--- src/rtl/uart_tx_buffered.sv ---
// uart_tx_buffered: FIFO-buffered 8-bit asynchronous serial transmitter.
// Bytes pushed with a one-cycle wr_en strobe are queued in a circular
// buffer and sent LSB-first as contiguous frames on tx (8N1 by default).
// Optional feature macro: UART_TX_PARITY_EN adds an even parity bit (8E1).
module uart_tx_buffered #(
  parameter int CLKS_PER_BIT = 868,
  parameter int FIFO_DEPTH   = 16,
  parameter int FIFO_AW      = 4
) (
  input  logic               clk,
  input  logic               rst,
  input  logic               wr_en,
  input  logic [7:0]         wdata,
  input  logic               clr_ovrflw,
  output logic               tbr_valid,
  output logic               busy,
  output logic               overflow,
  output logic [FIFO_AW:0]   fifo_count,
  output logic               tx
);

  localparam int CW = (CLKS_PER_BIT > 2) ? $clog2(CLKS_PER_BIT) : 1;
  localparam logic [CW-1:0]      CNT_MAX = CW'(CLKS_PER_BIT - 1);
  localparam logic [FIFO_AW:0]   FULL_CNT = (FIFO_AW + 1)'(FIFO_DEPTH);

`ifdef UART_TX_PARITY_EN
  typedef enum logic [2:0] {S_IDLE, S_START, S_DATA, S_PARITY, S_STOP} state_t;
`else
  typedef enum logic [1:0] {S_IDLE, S_START, S_DATA, S_STOP} state_t;
`endif

  // Byte storage and queue bookkeeping
  logic [7:0]          mem [FIFO_DEPTH];
  logic [FIFO_AW-1:0]  wr_ptr;
  logic [FIFO_AW-1:0]  rd_ptr;
  logic [FIFO_AW:0]    count;
  logic                full;
  logic                wr_ok;
  logic                pop;
  logic [7:0]          head;

  // Serialiser state
  state_t              state;
  logic [CW-1:0]       bit_cnt;
  logic [2:0]          bit_idx;
  logic [7:0]          shift;
  logic                bit_done;
`ifdef UART_TX_PARITY_EN
  logic                parity_bit;
`endif

  assign full       = (count == FULL_CNT);
  assign wr_ok      = wr_en && !full;
  assign head       = mem[rd_ptr];
  assign bit_done   = (bit_cnt == '0);
  assign tbr_valid  = !full;
  assign busy       = (state != S_IDLE) || (count != '0);
  assign fifo_count = count;

  // Decide when the serialiser takes the head byte (idle, or end of a stop bit)
  always_comb begin
    pop = 1'b0;
    if (count != '0) begin
      if (state == S_IDLE)
        pop = 1'b1;
      else if (state == S_STOP && bit_done)
        pop = 1'b1;
    end
  end

  // Byte storage: written only on accepted pushes, no reset needed
  always_ff @(posedge clk) begin
    if (wr_ok)
      mem[wr_ptr] <= wdata;
  end

  // Queue pointers and occupancy; fullness is judged on the registered count
  always_ff @(posedge clk or posedge rst) begin
    if (rst) begin
      wr_ptr <= '0;
      rd_ptr <= '0;
      count  <= '0;
    end else begin
      if (wr_ok)
        wr_ptr <= wr_ptr + 1'b1;
      if (pop)
        rd_ptr <= rd_ptr + 1'b1;
      case ({wr_ok, pop})
        2'b10:   count <= count + 1'b1;
        2'b01:   count <= count - 1'b1;
        default: count <= count;
      endcase
    end
  end

  // Sticky overflow: a dropped write wins over a simultaneous clear
  always_ff @(posedge clk or posedge rst) begin
    if (rst)
      overflow <= 1'b0;
    else if (wr_en && full)
      overflow <= 1'b1;
    else if (clr_ovrflw)
      overflow <= 1'b0;
  end

  // Frame sequencer with registered tx so the line never glitches
  always_ff @(posedge clk or posedge rst) begin
    if (rst) begin
      state   <= S_IDLE;
      tx      <= 1'b1;
      bit_cnt <= '0;
      bit_idx <= '0;
      shift   <= '0;
`ifdef UART_TX_PARITY_EN
      parity_bit <= 1'b0;
`endif
    end else begin
      case (state)
        S_IDLE: begin
          tx <= 1'b1;
          if (pop) begin
            shift   <= head;
            state   <= S_START;
            tx      <= 1'b0;
            bit_cnt <= CNT_MAX;
`ifdef UART_TX_PARITY_EN
            parity_bit <= ^head;
`endif
          end
        end

        S_START: begin
          if (bit_done) begin
            state   <= S_DATA;
            bit_idx <= '0;
            tx      <= shift[0];
            bit_cnt <= CNT_MAX;
          end else begin
            bit_cnt <= bit_cnt - CW'(1);
          end
        end

        S_DATA: begin
          if (bit_done) begin
            bit_cnt <= CNT_MAX;
            shift   <= shift >> 1;
            if (bit_idx == 3'd7) begin
`ifdef UART_TX_PARITY_EN
              state <= S_PARITY;
              tx    <= parity_bit;
`else
              state <= S_STOP;
              tx    <= 1'b1;
`endif
            end else begin
              bit_idx <= bit_idx + 3'd1;
              tx      <= shift[1];
            end
          end else begin
            bit_cnt <= bit_cnt - CW'(1);
          end
        end

`ifdef UART_TX_PARITY_EN
        S_PARITY: begin
          if (bit_done) begin
            state   <= S_STOP;
            tx      <= 1'b1;
            bit_cnt <= CNT_MAX;
          end else begin
            bit_cnt <= bit_cnt - CW'(1);
          end
        end
`endif

        S_STOP: begin
          if (bit_done) begin
            if (pop) begin
              // Next queued byte starts immediately: no idle gap between frames
              shift   <= head;
              state   <= S_START;
              tx      <= 1'b0;
              bit_cnt <= CNT_MAX;
`ifdef UART_TX_PARITY_EN
              parity_bit <= ^head;
`endif
            end else begin
              state <= S_IDLE;
              tx    <= 1'b1;
            end
          end else begin
            bit_cnt <= bit_cnt - CW'(1);
          end
        end

        default: begin
          state <= S_IDLE;
          tx    <= 1'b1;
        end
      endcase
    end
  end

endmodule

--- config.mk ---
export PLATFORM = sky130hd
export DESIGN_NAME = uart_tx_buffered
export DESIGN_NICKNAME = d
export VERILOG_FILES = /design/src/rtl/uart_tx_buffered.sv
export SDC_FILE = /design/constraint.sdc
export NUM_CORES = 1
export LEC_CHECK = 0
export BUFFER_PORTS_ARGS = -buffer_cell sky130_fd_sc_hd__buf_2
export CORE_UTILIZATION = 35
export CTS_CLUSTER_SIZE = 12
export DETAILED_ROUTE_END_ITERATION = 16
export GPL_ROUTABILITY_DRIVEN = 0
export PLACE_DENSITY = 0.53
export SYNTH_ARGS = -nofsm -noshare
export SYNTH_HDL_FRONTEND = slang
export SYNTH_SLANG_ARGS = --single-unit
--- constraint.sdc ---
create_clock -name clk -period 7.9 [get_ports clk]
set_clock_uncertainty 0.15 [all_clocks]
set_input_delay 1.975 -clock clk [delete_from_list [all_inputs] [get_ports clk]]
set_output_delay 1.975 -clock clk [all_outputs]
set_load 0.03 [all_outputs]
==> flow_metrics.env, run 1 <==
export IMPL_cts_resized=0
export IMPL_postLayoutCoreUtil=0.401
export IMPL_startpoint="fifo_count[1]"
export IMPL_postPlaceCellArea_sq_um=7640
export IMPL_layout_common_cells="edfxtp_1 (128), mux2i_1 (61), nor2_1 (36)"
export IMPL_synth_edff_count=128
export IMPL_yosysWarnings=0
export IMPL_totalPowerFinal_mw=3.18
export IMPL_cts_clk_slew_worst_paths_ns=0.07
export IMPL_seq_power_share=0.404
export IMPL_crit_fanout=9
export IMPL_num_antenna_cells=0
export IMPL_ys_ff_latch=166
export IMPL_portBuffers=20
export IMPL_crit_arrival_ns=2.01
export IMPL_cts_num_sinks=166
export IMPL_root_buffer="clkbuf_16"
export IMPL_synthFlopType="edfxtp_1"
export IMPL_p_int_mw=1.96
export IMPL_final_nets=575
export IMPL_routed_via_count=4263
export IMPL_seq_area_sq_um=4800
export IMPL_post_synth_cell_area_avg_sq_um=13.7
export IMPL_timing_final_hold_violations=0
export IMPL_whs_ns=0.362
export IMPL_grt_pass1_wl_mm=24.4
export IMPL_stdcell_area_sq_um=8180
export IMPL_drc=0
export IMPL_area_delta_synth_final_pct=11.3
export IMPL_hold_buffers=0
export IMPL_drv_slew=0
export IMPL_fin_ws_ns=3.77
export IMPL_grt_pass1_vias=4282
export IMPL_worstSetupEndpoint="busy"
export IMPL_core_area_sq_um=20400
export IMPL_finalWirelength_mm=15.4
export IMPL_post_cts_setup_buffers=0
export IMPL_die_h_um=147
export IMPL_first_pass_iters=4
export IMPL_h_tree_depth=4
export IMPL_final_common_cell="edfxtp_1"
export IMPL_rrSetupSlack_ns=4.48
export IMPL_synthesis_nets=567
export IMPL_start_util=0.360
export IMPL_worstSetupStartpointType="flop"
export IMPL_status="completed"
export IMPL_setup_viol=0
export IMPL_synth_area_sq_um=7350
export IMPL_post_drt_wl_per_cell_um=18.6
export IMPL_critPathRequiredTime_ns=5.78
export IMPL_cts_made_buffers=17
export IMPL_power_leakage_nw=3.01
export IMPL_critPathCaptureType="primary output"
export IMPL_ant_nets=0
export IMPL_cts_tree="built"
export IMPL_power_switching_mw=1.22
export IMPL_grt_ovfl_total=0
export IMPL_period_needed_ns=4.13
export IMPL_cts_path_max_buffers=2
export IMPL_die_x_um=147
export IMPL_fin_crit_sh=0.523
export IMPL_reg2regPathDepth=11
export IMPL_clkLatencyLatePin_ns=0.43
export IMPL_hold_start="rd_ptr[3]"
export IMPL_switching_share=0.382
export IMPL_crit_type="flop to primary output"
export IMPL_irDropWorstVdd_v=0.000179
export IMPL_slew_headroom=0.209
export IMPL_max_cap_violations=0
export IMPL_ioPinCount=21
export IMPL_multi_input_area_sq_um=2340
export IMPL_async_flop_share=0.229
export IMPL_power_frac_comb=0.352
export IMPL_vias_per_cell=5.15
export IMPL_rsz0062_at_grt="false"
export IMPL_stdcell_count=828
export IMPL_ys_seq_area_frac=0.652
export IMPL_place_inst=796
export IMPL_rows=52
export IMPL_p_clk_frac=0.244
export IMPL_grt_use_total=0.152
export IMPL_crit_reg2reg_launch="bit_cnt[4]"
export IMPL_grt_max_degree=41
export IMPL_fillers=1950
export IMPL_min_path_type="flop to flop"
export IMPL_ys_types=52
export IMPL_drtIter0Drc=246
export IMPL_hpwl_mm=10.1
export IMPL_rr_endpoint="fifo_count[4]"
export IMPL_power_density_nw_per_um2=389
export IMPL_finalSetupTns_ns=0
export IMPL_antenna_found_initial=0
export IMPL_drive_above_1_share=0.131
export IMPL_netlist_instances=537
export IMPL_floorplan_die_area_sq_um=21600
export IMPL_worst_pin_slew_ns=1.18
export IMPL_max_freq_mhz=242
export IMPL_pre_cts_slack_ns=3.74
## power by group through the flow
stage / clock network (mW) / registers, mW / logic [mW]
6_report: 0.776 / 1.29 / 1.12
5_1_grt: 0.833 / 1.31 / 1.25
4_1_cts: 0.792 / 1.29 / 1.13
3_5_place_dp: 0 / 1.31 / 1.12
3_3_place_gp: 0 / 1.30 / 1.11
2_1_floorplan: 0 / 1.23 / 0.927
## flip-flops by register name, summed over array words and instances (netlist names)
register    cells
bit_cnt        10
rd_ptr          4
wr_ptr          4
bit_idx         3
mem           128
overflow        1
fifo_count      5
tx              1
state           2
shift           8
## Yosys cell counts, types with 9 or more instances
library cell,n,area (sq um)
edfxtp_1,128,3840
mux2i_1,61,611
dfrtp_1,37,926
nor2_1,36,135
a21oi_1,33,165
nand2_1,32,120
ha_1,18,225
a22oi_1,16,120
a31oi_1,14,87.6
nand3_1,14,70.1
o21ai_0,13,65.1
a22o_1,12,105
clkbuf_1,12,45.0
inv_1,12,45.0
nor3_1,10,50.1
buf_2,9,45.0
## worst min path at each step
stage / endpoint / slack, ns / cells after the start
2_1_floorplan: rd_ptr[3] / 0.31 / 1
3_3_place_gp: rd_ptr[3] / 0.33 / 1
3_5_place_dp: rd_ptr[3] / 0.35 / 1
4_1_cts: rd_ptr[3] / 0.36 / 1
5_1_grt: rd_ptr[3] / 0.39 / 1
6_report: rd_ptr[3] / 0.36 / 1
## worst max-delay path, cell delays in order, from the launching register on
cell and delay (ns):
dfrtp_1 0.48, nor4_2 0.42, nor2b_1 0.41, nand2_1 0.09, buf_2 0.19
## cell families after synthesis
logic type,Yosys count,synth area share
adders and majority gates,18,0.0306
and+or+nand+nor,127,0.0875
muxes,66,0.0938
AOI/OAI and AO/OA,103,0.0924
buffers and inverters,45,0.0291
DFF,166,0.652
xor gates and xnor gates,12,0.0143
## final cells by class
type                            count  area share
Sequential cell                   166       0.586
Multi-Input combinational cell    326       0.286
Clock buffer                       17      0.0520
Tap cell                          270      0.0413
Clock inverter                     15      0.0145
Timing Repair Buffer               22      0.0141
Inverter                           12     0.00550
## metal layers
| layer | part of all wire | GRT usage | up-vias |
|---|---|---|---|
| met4 | 0.0092 | 0.0479 | 0 |
| met3 | 0.034 | 0.0348 | 9 |
| met2 | 0.47 | 0.235 | 81 |
| li1 | - | - | 2029 |
| met1 | 0.49 | 0.212 | 2144 |
| met5 | 0 | 0 | - |
(Power assumes the default switching activity.)
==> inputs of run 2 (changes only) <==
==> constraint.sdc (replaced) <==
create_clock -name clk -period 4.2 [get_ports clk]
set_clock_uncertainty 0.15 [all_clocks]
set_input_delay 1.05 -clock clk [delete_from_list [all_inputs] [get_ports clk]]
set_output_delay 1.05 -clock clk [all_outputs]
set_load 0.03 [all_outputs]
==> run 2 against run 1 <==
Sequential power increased by 89%. Sequential share of layout area decreased by 0.72 points. Worst setup slack got worse by 2.9 ns. Power increased by 93%. Via count decreased by 0.66%. Final area increased by 1.2%. Clock-buffer cell count unchanged. Clock power increased by 110%. Combinational power increased by 87%. Critical endpoint is now fifo_count[4].
==> flow_metrics.env, run 2 (synthesized netlist as in run 1, its figures left out) <==
export IMPL_grt_ovfl_total=0
export IMPL_first_pass_iters=5
export IMPL_wl_met3_um=725
export IMPL_rows=52
export IMPL_timing_final_hold_violations=0
export IMPL_regMostFlops="mem"
export IMPL_postLayoutCoreUtil=0.406
export IMPL_setup_viol=0
export IMPL_slew_headroom=0.427
export IMPL_whs_ns=0.368
export IMPL_die_h_um=147
export IMPL_num_antenna_cells=0
export IMPL_min_path_type="flop to flop"
export IMPL_grt_use_total=0.148
export IMPL_grt_pass1_wl_mm=23.7
export IMPL_finalWirelength_mm=15.0
export IMPL_ioPinCount=21
export IMPL_routed_via_count=4235
export IMPL_worst_pin_slew_ns=0.856
export IMPL_largest_reg_flops=128
export IMPL_drv_slew=0
export IMPL_grt_pass1_vias=4221
export IMPL_post_cts_setup_buffers=0
export IMPL_post_drt_wl_per_cell_um=18.1
export IMPL_final_nets=580
export IMPL_portBuffers=20
export IMPL_fin_ws_ns=0.868
export IMPL_drtIter0Drc=254
export IMPL_irDropWorstVdd_v=0.000357
export IMPL_crit_arrival_ns=3.50
export IMPL_power_leakage_nw=3.06
export IMPL_drc=0
export IMPL_status="completed"
export IMPL_max_freq_mhz=300
export IMPL_grt_max_degree=29
export IMPL_final_common_cell="edfxtp_1"
export IMPL_wl_met1_mm=7.10
export IMPL_start_util=0.360
export IMPL_power_density_nw_per_um2=742
export IMPL_stdcell_count=832
export IMPL_pre_cts_slack_ns=0.874
export IMPL_cts_path_max_buffers=2
export IMPL_cts_num_sinks=166
export IMPL_cts_clk_slew_worst_paths_ns=0.07
export IMPL_vias_per_cell=5.09
export IMPL_rsz0062_at_grt="false"
export IMPL_hold_buffers=0
export IMPL_largestRegisters="mem (128), bit_cnt (10), shift (8)"
export IMPL_cts_resized=0
export IMPL_root_buffer="clkbuf_16"
export IMPL_wl_met2_mm=7.10
export IMPL_period_needed_ns=3.33
export IMPL_critPathRequiredTime_ns=4.36
export IMPL_area_delta_synth_final_pct=12.7
export IMPL_place_inst=801
export IMPL_core_area_sq_um=20400
export IMPL_floorplan_die_area_sq_um=21600
export IMPL_finalSetupTns_ns=0
export IMPL_max_cap_violations=0
export IMPL_layout_common_cells="edfxtp_1 (128), mux2i_1 (61), nor2_1 (36)"
export IMPL_ant_nets=0
export IMPL_critPathCaptureType="flop"
export IMPL_cts_tree="built"
export IMPL_fin_crit_sh=0.793
export IMPL_cts_made_buffers=17
export IMPL_hpwl_mm=10.1
export IMPL_drive_above_1_share=0.137
export IMPL_routed_top_layer="met4"
export IMPL_crit_fanout=10
export IMPL_clkLatencyLatePin_ns=0.43
export IMPL_die_x_um=147
export IMPL_worstSetupStartpointType="flop"
export IMPL_antenna_found_initial=0
export IMPL_crit_type="flop to flop"
export IMPL_h_tree_depth=4
-- run 2: cell types whose count changed in the layout (fill, tap and decap cells not counted) --
cell        previous run  this run
clkinv_2               5         0
buf_4                  2         7
clkinv_8               0         1
clkinvlp_4             1         2
inv_6                  5         4
clkinv_4               1         0
bufinv_16              0         2
inv_8                  3         5
-- run 2: path summary, 6_finish.rpt --
| check | to | from | slack [ns] | cells past startpoint |
|---|---|---|---|---|
| min in group asynchronous | wr_ptr[0] | rst | 0.45 | 2 |
| max | fifo_count[4] | bit_cnt[4] | 0.87 | 11 |
| max in group asynchronous | tx | rst | 2.67 | 3 |
| min reg2reg | rd_ptr[3] | rd_ptr[3] | 0.37 | 1 |
| min | rd_ptr[3] | rd_ptr[3] | 0.37 | 1 |
| max reg2reg | fifo_count[4] | bit_cnt[4] | 0.87 | 11 |
-- run 2: layout make-up --
type	instances	area, sq um
flip-flops and latches	166	4800
fillers	1895	12100
clock buffers	17	425
repair buffers	27	153
inverters	12	45.0
well taps	270	338
multi-input cells	326	2340
clock inverters	14	183
-- run 2: power by group --
part | internal [mW] | leakage (nW) | switching (mW)
Sequential | 2.08 | 1.61 | 0.359
Combinational | 0.849 | 1.15 | 1.24
Clock | 0.905 | 0.293 | 0.715
Total | 3.83 | 3.06 | 2.31
-- run 2: metrics by stage --
stage               power [mW]  instance area, sq um
global route              6.50                  8280
detailed placement        4.57                  7680
finish                    6.15                  8280
CTS                       6.19                  8280
global placement          4.51                  7680
floorplan                 4.06                  7350
-- run 2: routing by layer --
| metal | GRT usage | vias up |
|---|---|---|
| li1 | - | 2042 |
| met1 | 0.204 | 2074 |
| met2 | 0.230 | 109 |
| met3 | 0.0376 | 10 |
| met4 | 0.0438 | 0 |
| met5 | 0 | - |
-- run 2: worst max-delay path, stage by stage, from the launching register on --
cell	delay [ns]
dfrtp_1	0.48
nor4_4	0.46
a41o_2	0.32
and2_1	0.41
ha_1	0.43
xor2_1	0.12
ha_1	0.22
o211ai_1	0.18
a21oi_1	0.10
a31oi_1	0.15
nor2_1	0.06
xor2_1	0.14
